===== config.mk =====
export PLATFORM = sky130hd
export DESIGN_NAME = a2d_sched
export DESIGN_NICKNAME = d
export VERILOG_FILES = /design/src/rtl/a2d_sched_pkg.sv /design/src/rtl/a2d_sched_rr_arb.sv /design/src/rtl/a2d_sched.sv
export SDC_FILE = /design/constraint.sdc
export NUM_CORES = 1
export LEC_CHECK = 0
export ABC_CLOCK_PERIOD_IN_PS = 3470
export BUFFER_PORTS_ARGS = -buffer_cell sky130_fd_sc_hd__buf_4
export CAP_MARGIN = 20
export CORE_MARGIN = 1.5
export CORE_UTILIZATION = 50
export DETAILED_ROUTE_END_ITERATION = 10
export GPL_TIMING_DRIVEN = 0
export HOLD_SLACK_MARGIN = 0.12
export PLACE_DENSITY = 0.83
export SLEW_MARGIN = 10
export SYNTH_ARGS = -nofsm -noshare
export SYNTH_HDL_FRONTEND = slang
export SYNTH_SLANG_ARGS = --single-unit

===== constraint.sdc =====
create_clock -name clk -period 3.47 [get_ports clk]
set_input_delay 0.694 -clock clk [delete_from_list [all_inputs] [get_ports clk]]
set_output_delay 0.694 -clock clk [all_outputs]
set_load 0.02 [all_outputs]

===== src/rtl/a2d_sched_pkg.sv =====
// a2d_sched_pkg: FSM state type and default sizing constants for the A2D scheduler
package a2d_sched_pkg;
   localparam int DEF_NUM_REQ = 3;
   localparam int DEF_RES_W   = 12;
   localparam int DEF_TMO_CYC = 1023;
   typedef enum logic [1:0] {IDLE, START, CONV, DONE} state_t;
endpackage


===== src/rtl/a2d_sched_rr_arb.sv =====
// rr_arb: round-robin arbiter holding the last-granted pointer; search begins at last+1
module rr_arb
   import a2d_sched_pkg::*;
#(
   parameter int NUM_REQ = DEF_NUM_REQ
) (
   input  logic               clk,
   input  logic               rst_n,
   input  logic [NUM_REQ-1:0] req,
   input  logic               upd,
   input  logic [2:0]         upd_idx,
   output logic [NUM_REQ-1:0] win,
   output logic [2:0]         win_idx
);
   logic [2:0] last_q, last_d;
   logic       found;
   int         j;
   always_ff @(posedge clk or negedge rst_n) begin
      if (!rst_n) last_q <= 3'(NUM_REQ-1);
      else        last_q <= last_d;
   end
   always_comb begin
      last_d  = upd ? upd_idx : last_q;
      win     = '0;
      win_idx = '0;
      found   = 1'b0;
      j       = 0;
      for (int i = 1; i <= NUM_REQ; i++) begin
         j = int'(last_q) + i;
         j = (j >= NUM_REQ) ? j - NUM_REQ : j;
         for (int k = 0; k < NUM_REQ; k++) begin
            if (!found && k == j && req[k]) begin
               found   = 1'b1;
               win[k]  = 1'b1;
               win_idx = 3'(k);
            end
         end
      end
   end
endmodule


===== src/rtl/a2d_sched.sv =====
// a2d_sched: shares one A2D among NUM_REQ requesters (IDLE/START/CONV/DONE FSM).
// Optional conversion watchdog enabled by macro A2D_TIMEOUT_EN.
module a2d_sched
   import a2d_sched_pkg::*;
#(
   parameter int NUM_REQ = DEF_NUM_REQ,
   parameter int RES_W   = DEF_RES_W,
   parameter int TMO_CYC = DEF_TMO_CYC
) (
   input  logic               clk,
   input  logic               rst_n,
   input  logic [NUM_REQ-1:0] req,
   output logic [NUM_REQ-1:0] gnt,
   output logic [NUM_REQ-1:0] done,
   output logic [RES_W-1:0]   res,
   output logic [2:0]         chnnl,
   output logic               strt,
   input  logic               cmplt,
   input  logic [RES_W-1:0]   a2d_res,
   output logic               busy,
   output logic               err
);
   state_t             state_q, state_d;
   logic [NUM_REQ-1:0] gnt_q, gnt_d, win;
   logic [2:0]         chnnl_q, chnnl_d, win_idx;
   logic [RES_W-1:0]   res_q, res_d;
   logic               tmo_hit;
   rr_arb #(.NUM_REQ(NUM_REQ)) u_arb (
      .clk     (clk),
      .rst_n   (rst_n),
      .req     (req),
      .upd     (state_q == DONE),
      .upd_idx (chnnl_q),
      .win     (win),
      .win_idx (win_idx)
   );
   always_ff @(posedge clk or negedge rst_n) begin
      if (!rst_n) begin
         state_q <= IDLE;
         gnt_q   <= '0;
         chnnl_q <= '0;
         res_q   <= '0;
      end else begin
         state_q <= state_d;
         gnt_q   <= gnt_d;
         chnnl_q <= chnnl_d;
         res_q   <= res_d;
      end
   end
   always_comb begin
      state_d = state_q;
      case (state_q)
         IDLE:    state_d = (|req) ? START : IDLE;
         START:   state_d = CONV;
         CONV:    state_d = (cmplt || tmo_hit) ? DONE : CONV;
         DONE:    state_d = IDLE;
         default: state_d = IDLE;
      endcase
   end
   always_comb begin
      gnt_d   = (state_q == DONE) ? '0 : gnt_q;
      chnnl_d = chnnl_q;
      if (state_q == IDLE && |req) begin
         gnt_d   = win;
         chnnl_d = win_idx;
      end
      res_d = (state_q == CONV && cmplt) ? a2d_res : res_q;
   end
`ifdef A2D_TIMEOUT_EN
   localparam int CW = $clog2(TMO_CYC + 1);
   logic [CW-1:0] cnt_q, cnt_d;
   logic          tmo_q, tmo_d;
   always_ff @(posedge clk or negedge rst_n) begin
      if (!rst_n) begin
         cnt_q <= '0;
         tmo_q <= 1'b0;
      end else begin
         cnt_q <= cnt_d;
         tmo_q <= tmo_d;
      end
   end
   // cmplt in the final watchdog cycle wins over the abort
   always_comb begin
      tmo_hit = (state_q == CONV) && (cnt_q == CW'(TMO_CYC - 1));
      tmo_d   = tmo_hit && !cmplt;
      cnt_d   = (state_q == CONV) ? cnt_q + CW'(1) : '0;
   end
   assign err = (state_q == DONE) && tmo_q;
`else
   logic unused_tmo;
   assign unused_tmo = |TMO_CYC;
   assign tmo_hit    = 1'b0;
   assign err        = 1'b0;
`endif
   always_comb begin
      strt  = (state_q == START);
      busy  = (state_q != IDLE);
      done  = (state_q == DONE) ? gnt_q : '0;
      gnt   = gnt_q;
      chnnl = chnnl_q;
      res   = res_q;
   end
endmodule


==> run_results.csv, run 1 <==
group,metric,value,unit
outcome,status,"finished clean",
timing,finalSetupTns,0,ps
critical_path,start_kind,"register",
drt,drt_pass1_iterations,4,
critical_path,required,2780,ps
timing,fin_crit_sh,58.79,%
critical_path,reg2reg_depth,5,
critical_path,critPathLaunch,"state_q[1]",
place,placed_area,0.001346,mm2
logic_synthesis,synth.distinct_cells,29,
clock_network,cts_tree,"built",
logic_synthesis,syn_inst,82,
clock_network,insertion_delay,290,ps
place,dp_hpwl,1.652,mm
global_routing,grt_overflow,0,
logic_synthesis,synthTopCellsByArea,"dfrtp_1 49%, mux2_1 13%, ha_1 8.6%",
clock_network,ctsResizeCount,0,
pwr,vdd_drop_max,577.8,uV
timing,hold_slack,263.0,ps
clock_network,cts-root-buf,"clkbuf_4",
timing,fmax,490.2,MHz
clock_network,cts_setup_buffers,0,
global_routing,gr-usage-all-layers,19.75,%
die,start_util,52.32,%
logic_synthesis,synth.avg_cell_area,12.39,um2
job,max-cap-violations,0,
logic_synthesis,synth.cells.most_frequent,"20 x dfrtp_1, 12 x mux2_1, 7 x ha_1",
logic_synthesis,seq_area_frac_synth,51.85,%
pwr,power.density,880.5,mW/mm2
die,die_width,48.08,um
critical_path,slowest_delay,420,ps
drt,drc,0,
logic_synthesis,ys_ff_latch,21,
die,ioPinCount,42,
die,fp.dieH,48.08,um
logic_synthesis,synth_area,0.001016,mm2
logic_synthesis,yosys_warnings,0,
die,core_area,0.001942,mm2
timing,fin_crit,2040,ps
timing,setup_violations,0,
clock_network,clk_transition_reported_paths,110,ps
drt,wl_per_cell,13.09,um
logic_synthesis,synth_most_common_cell,"dfrtp_1",
finish,drive_above_1_share,41.27,%
drt,viasPerCell,4.908,
timing,slew_violations,0,
clock_network,htreeDepth,1,
timing,rsz0062_at_grt,"no",
global_routing,grt_pass1_wl,3.215,mm
timing,skew,3.146,ps
critical_path,path_class,"register to output pin",
finish,syn_to_final_growth,35.22,%
clock_network,cts_sinks,21,
hold_path,hold_class,"input pin to async pin",
pwr,total_leakage_power,0.7059,nW
logic_synthesis,synth_edf_count,0,
finish,final_area,0.001374,mm2
critical_path,cp.arrival,1350,ps
finish,diodes,0,
global_routing,grt_antenna_before_repair,0,
finish,n_fill_cell,144,
logic_synthesis,yosys.area.top_type,"dfrtp_1",
drt,vias,751,
drt,ant_nets,0,
critical_path,reg2reg_from,"u_arb.last_q[1]",
clock_network,cts_buffers,3,
timing,hold_viol,0,
logic_synthesis,synth_top_area_share,49.26,%
clock_network,cts-hold-fix-buffers,0,
critical_path,crit_chain,"inv_1 > ha_1 > inv_1 > buf_4",
global_routing,grt_pass1_vias,765,
global_routing,grt_max_degree,22,
die,row_count,16,
die,dieArea,0.002311,mm2
timing,finalWorstSetupSlack,1430,ps
drt,drtIter0Drc,4,
logic_synthesis,synth-main-ff-cell,"dfrtp_1",
drt,wirelength,2.003,mm
critical_path,slowest_stage,"dfrtp_1",
finish,fin_nets,152,
critical_path,crit_path_end_kind,"output pin",
pwr,p_total,0.001210,W
critical_path,crit_path_frequent_cell,"inv_1",
critical_path,crit_fanout,6,
place,gp_congestion,0.8402,
clock_network,clock_path_buffers,2,
logic_synthesis,synth-async-reset-ratio,100.0,%
place,portBuffers,39,
place,pre_cts_slack,1756,ps
## state kept, by name (all words and copies together), names as in the netlist
register      count
state_q           2
u_arb.last_q      2
res              12
gnt               3
chnnl             2
## cells in the final DEF (no fill, tap or decap), types with 2 or more instances in the layout
cell	netlist	routed
nand2_1	4	4
a21o_1	2	2
nor2_1	2	2
mux2_1	12	12
o21ai_1	2	2
dfrtp_1	20	20
and2_1	3	3
a21oi_1	2	2
nand2b_1	2	2
ha_1	7	7
inv_1	6	6
clkbuf_4	0	3
conb_1	1	2
o21ai_0	2	2
buf_4	2	41
## per-stage QoR
step,cells,utilization [%]
2_1_floorplan,83,-
3_3_place_gp,149,69.33
3_5_place_dp,149,69.33
4_1_cts,153,70.75
5_1_grt,153,70.75
6_report,153,70.75
## critical path: cells and delay by family, from the launching register on
family / cells / cell delay (ps)
adder cells (fa/ha/maj): 1 / 280
buffers and inverters: 3 / 360
flip-flops: 1 / 420
## path summary, 6_finish.rpt
kind / to / slack (ps)
min reg2reg: res[11] / 510
max: busy / 1430
min: res[2] / 260
min in group clk: res[11] / 510
max reg2reg: gnt[2] / 1780
max in group asynchronous: u_arb.last_q[1] / 2940
## final cells by class
cell class / instances / area [um2] / share of cell area [%]
well taps: 27 / 33.78 / 2.459
flip-flops and latches: 21 / 526.8 / 38.34
clock buffers: 3 / 22.52 / 1.639
plain buffers: 3 / 20.02 / 1.457
multi-input cells: 53 / 450.4 / 32.79
inverters: 6 / 22.52 / 1.639
clock inverters: 1 / 5.005 / 0.3643
repair buffers: 39 / 292.8 / 21.31
## layer usage
metal | wire length (um) | up-vias | track usage (%)
met3 | 169 | 0 | 4.528
met2 | 1020 | 36 | 35.73
met1 | 813 | 351 | 24.28
met4 | 0 | 0 | 3.243
li1 | - | 364 | -
met5 | 0 | - | 0
## where the power goes
group | internal, W | leakage (nW) | switching [W]
Combinational | 0.000313 | 0.434 | 0.000353
Clock | 0.0000428 | 0.0177 | 0.0000696
Sequential | 0.000362 | 0.254 | 0.0000696
## cell families (layout without fill, tap and decap cells)
| family | Yosys count | count (layout) | synth area share (%) |
|---|---|---|---|
| mux | 13 | 13 | 14.78 |
| compound gates | 15 | 15 | 11.45 |
| buf+inv | 9 | 52 | 4.186 |
| other cells | 1 | 2 | 0.3691 |
| flops | 21 | 21 | 51.85 |
| fa+ha+maj | 7 | 7 | 8.620 |
| simple gates | 16 | 16 | 8.744 |
Note: power is estimated with default switching activity, not from simulation.
==> run 2, diff against run 1 <==
--- a/config.mk
+++ b/config.mk
@@ -5,15 +5,15 @@
 export SDC_FILE = /design/constraint.sdc
 export NUM_CORES = 1
 export LEC_CHECK = 0
-export ABC_CLOCK_PERIOD_IN_PS = 3470
+export ABC_CLOCK_PERIOD_IN_PS = 1700
 export BUFFER_PORTS_ARGS = -buffer_cell sky130_fd_sc_hd__buf_4
 export CAP_MARGIN = 20
 export CORE_MARGIN = 1.5
-export CORE_UTILIZATION = 50
+export CORE_UTILIZATION = 42
 export DETAILED_ROUTE_END_ITERATION = 10
 export GPL_TIMING_DRIVEN = 0
 export HOLD_SLACK_MARGIN = 0.12
-export PLACE_DENSITY = 0.83
+export PLACE_DENSITY = 0.74
 export SLEW_MARGIN = 10
 export SYNTH_ARGS = -nofsm -noshare
 export SYNTH_HDL_FRONTEND = slang
==> constraint.sdc (replaced) <==
create_clock -name clk -period 1.7 [get_ports clk]
set_input_delay 0.34 -clock clk [delete_from_list [all_inputs] [get_ports clk]]
set_output_delay 0.34 -clock clk [all_outputs]
set_load 0.02 [all_outputs]
==> run_results.csv, run 2 (synthesized netlist as in run 1, its figures left out) <==
group,metric,value,unit
outcome,status,"finished clean",
clock_network,htreeDepth,1,
finish,layout_commonest_cell,"buf_4",
die,row_count,17,
drt,wl_per_cell,12.97,um
die,dieArea,0.002723,mm2
global_routing,grt_overflow,0,
timing,finalWorstSetupSlack,34.53,ps
pwr,total_leakage_power,0.7281,nW
clock_network,cts-root-buf,"clkbuf_4",
global_routing,gr-usage-all-layers,15.31,%
finish,multi_input_area,501.7,um2
finish,final_cell_mix,"43 x buf_4, 20 x dfrtp_1, 12 x mux2_1",
critical_path,crit_fanout,5,
pwr,p_seq_share,33.8,%
finish,seq_area,526.8,um2
critical_path,cp.arrival,1910,ps
critical_path,crit_path_end_kind,"register",
die,core_area,0.002255,mm2
drt,viasPerCell,4.834,
critical_path,cp_num_buf_inv,1,
die,ioPinCount,42,
drt,vias,759,
critical_path,required,1950,ps
timing,rsz0062_at_grt,"yes",
global_routing,grt_antenna_before_repair,0,
timing,hold_viol,0,
pwr,cell_internal_pwr,0.001543,W
clock_network,cts_tree,"built",
clock_network,cts_buffers,3,
pwr,power.density,1789,mW/mm2
drt,drc,0,
place,pre_cts_slack,-10.84,ps
timing,finalSetupTns,0,ps
drt,drt_pass1_iterations,3,
drt,wirelength,2.036,mm
timing,fin_crit,1665,ps
critical_path,path_class,"register to register",
place,dp_hpwl,1.544,mm
finish,largest_reg_flops,12,
pwr,p_sw,0.001053,W
pwr,pwr-share-comb,57.2,%
timing,skew,6.309,ps
place,portBuffers,39,
global_routing,grt_max_degree,22,
finish,n_fill_cell,183,
pwr,swShare,40.55,%
clock_network,clock_path_buffers,2,
drt,ant_nets,0,
die,die_width,52.19,um
clock_network,cts_sinks,21,
finish,drive_above_1_share,46.51,%
hold_path,hold_class,"input pin to register",
finish,diodes,0,
timing,slew_violations,0,
die,fp.dieH,52.19,um
die,start_util,45.06,%
critical_path,critical_path.top_delay_family,"flip-flops",
global_routing,grt_pass1_vias,763,
job,max-cap-violations,0,
critical_path,slowest_delay,560,ps
clock_network,insertion_delay,300,ps
finish,syn_to_final_growth,42.86,%
pwr,vdd_drop_max,1111,uV
drt,drtIter0Drc,10,
timing,setup_violations,0,
clock_network,clk_transition_reported_paths,120,ps
critical_path,slowest_stage,"dfstp_2",
timing,fin_crit_sh,97.97,%
critical_path,start_kind,"register",
pwr,clock_power_share,9.0,%
finish,fin_nets,155,
place,gp_congestion,0.7346,
critical_path,crit_chain,"inv_2 > ha_4 > mux2_4 > o41ai_4 > a21o_1",
timing,fmax,600.4,MHz
global_routing,grt_pass1_wl,3.063,mm
==> run 2: changes by cell type in the layout (fill, tap and decap cells not counted) <==
cell and delta:
o311ai_0 -1, dlygate4sd3_1 +1, inv_1 -2, o41ai_2 -1
buf_4 +2, ha_4 +3, ha_2 +1, inv_2 +2
ha_1 -4, o41ai_4 +1, o311ai_1 +1
==> run 2: area by class of cell <==
cell class | instances | area share [%]
Multi-Input combinational cell | 53 | 34.57
Inverter | 6 | 1.552
Tap cell | 28 | 2.414
Clock inverter | 1 | 0.3448
Sequential cell | 21 | 36.29
Buffer | 3 | 1.379
Clock buffer | 3 | 1.552
Timing Repair Buffer | 42 | 21.90
==> run 2: final timing paths <==
check / start / to / slack [ps] / cells past startpoint
worst max-delay path: u_arb.last_q[1] / chnnl[1] / 30 / 5
worst min-delay path: a2d_res[10] / res[10] / 240 / 2
worst max register to register: u_arb.last_q[1] / chnnl[1] / 30 / 5
worst min register to register: res[2] / res[2] / 500 / 1
max in group asynchronous: rst_n / u_arb.last_q[1] / 970 / 2
min in group asynchronous: rst_n / res[3] / 460 / 2
==> run 2: routing by layer <==
| metal | track usage [%] | vias to the layer above | part of all wire, % |
|---|---|---|---|
| met2 | 25.53 | 32 | 47 |
| met4 | 5.128 | 0 | 0 |
| met5 | 0 | - | 0 |
| met1 | 19.48 | 353 | 46 |
| met3 | 3.714 | 0 | 7.0 |
| li1 | - | 374 | - |
==> run 2: what timing repair did <==
item	CTS	global route
pin swaps	0	1
endpoints found under the hold margin	20	0
resized for setup	2	8
setup buffers	0	2
endpoints found under the setup margin	3	7
hold buffers	1	0
==> run 2: power by group through the flow <==
stage	Sequential [W]	Clock (W)	Combinational (W)
after global routing	0.000909	0.000264	0.00161
final	0.000878	0.000234	0.00148
after floorplan	0.00110	0	0.000617
after detailed placement	0.000888	0	0.00137
after CTS	0.000877	0.000244	0.00140
after global placement	0.000875	0	0.00133
==> run 2: stage by stage <==
stage | total power, W | cells | hold WS (ps) | util (%) | cell area (um2)
6_report | 0.002596 | 157 | 243.5 | 64.37 | 1451
5_1_grt | 0.002785 | 157 | 232.7 | 64.37 | 1451
4_1_cts | 0.002520 | 155 | 236.9 | 62.04 | 1399
3_5_place_dp | 0.002257 | 150 | 237.6 | 59.77 | 1348
3_3_place_gp | 0.002209 | 150 | 233.6 | 59.77 | 1348
2_1_floorplan | 0.001719 | 83 | 44.41 | - | 1020
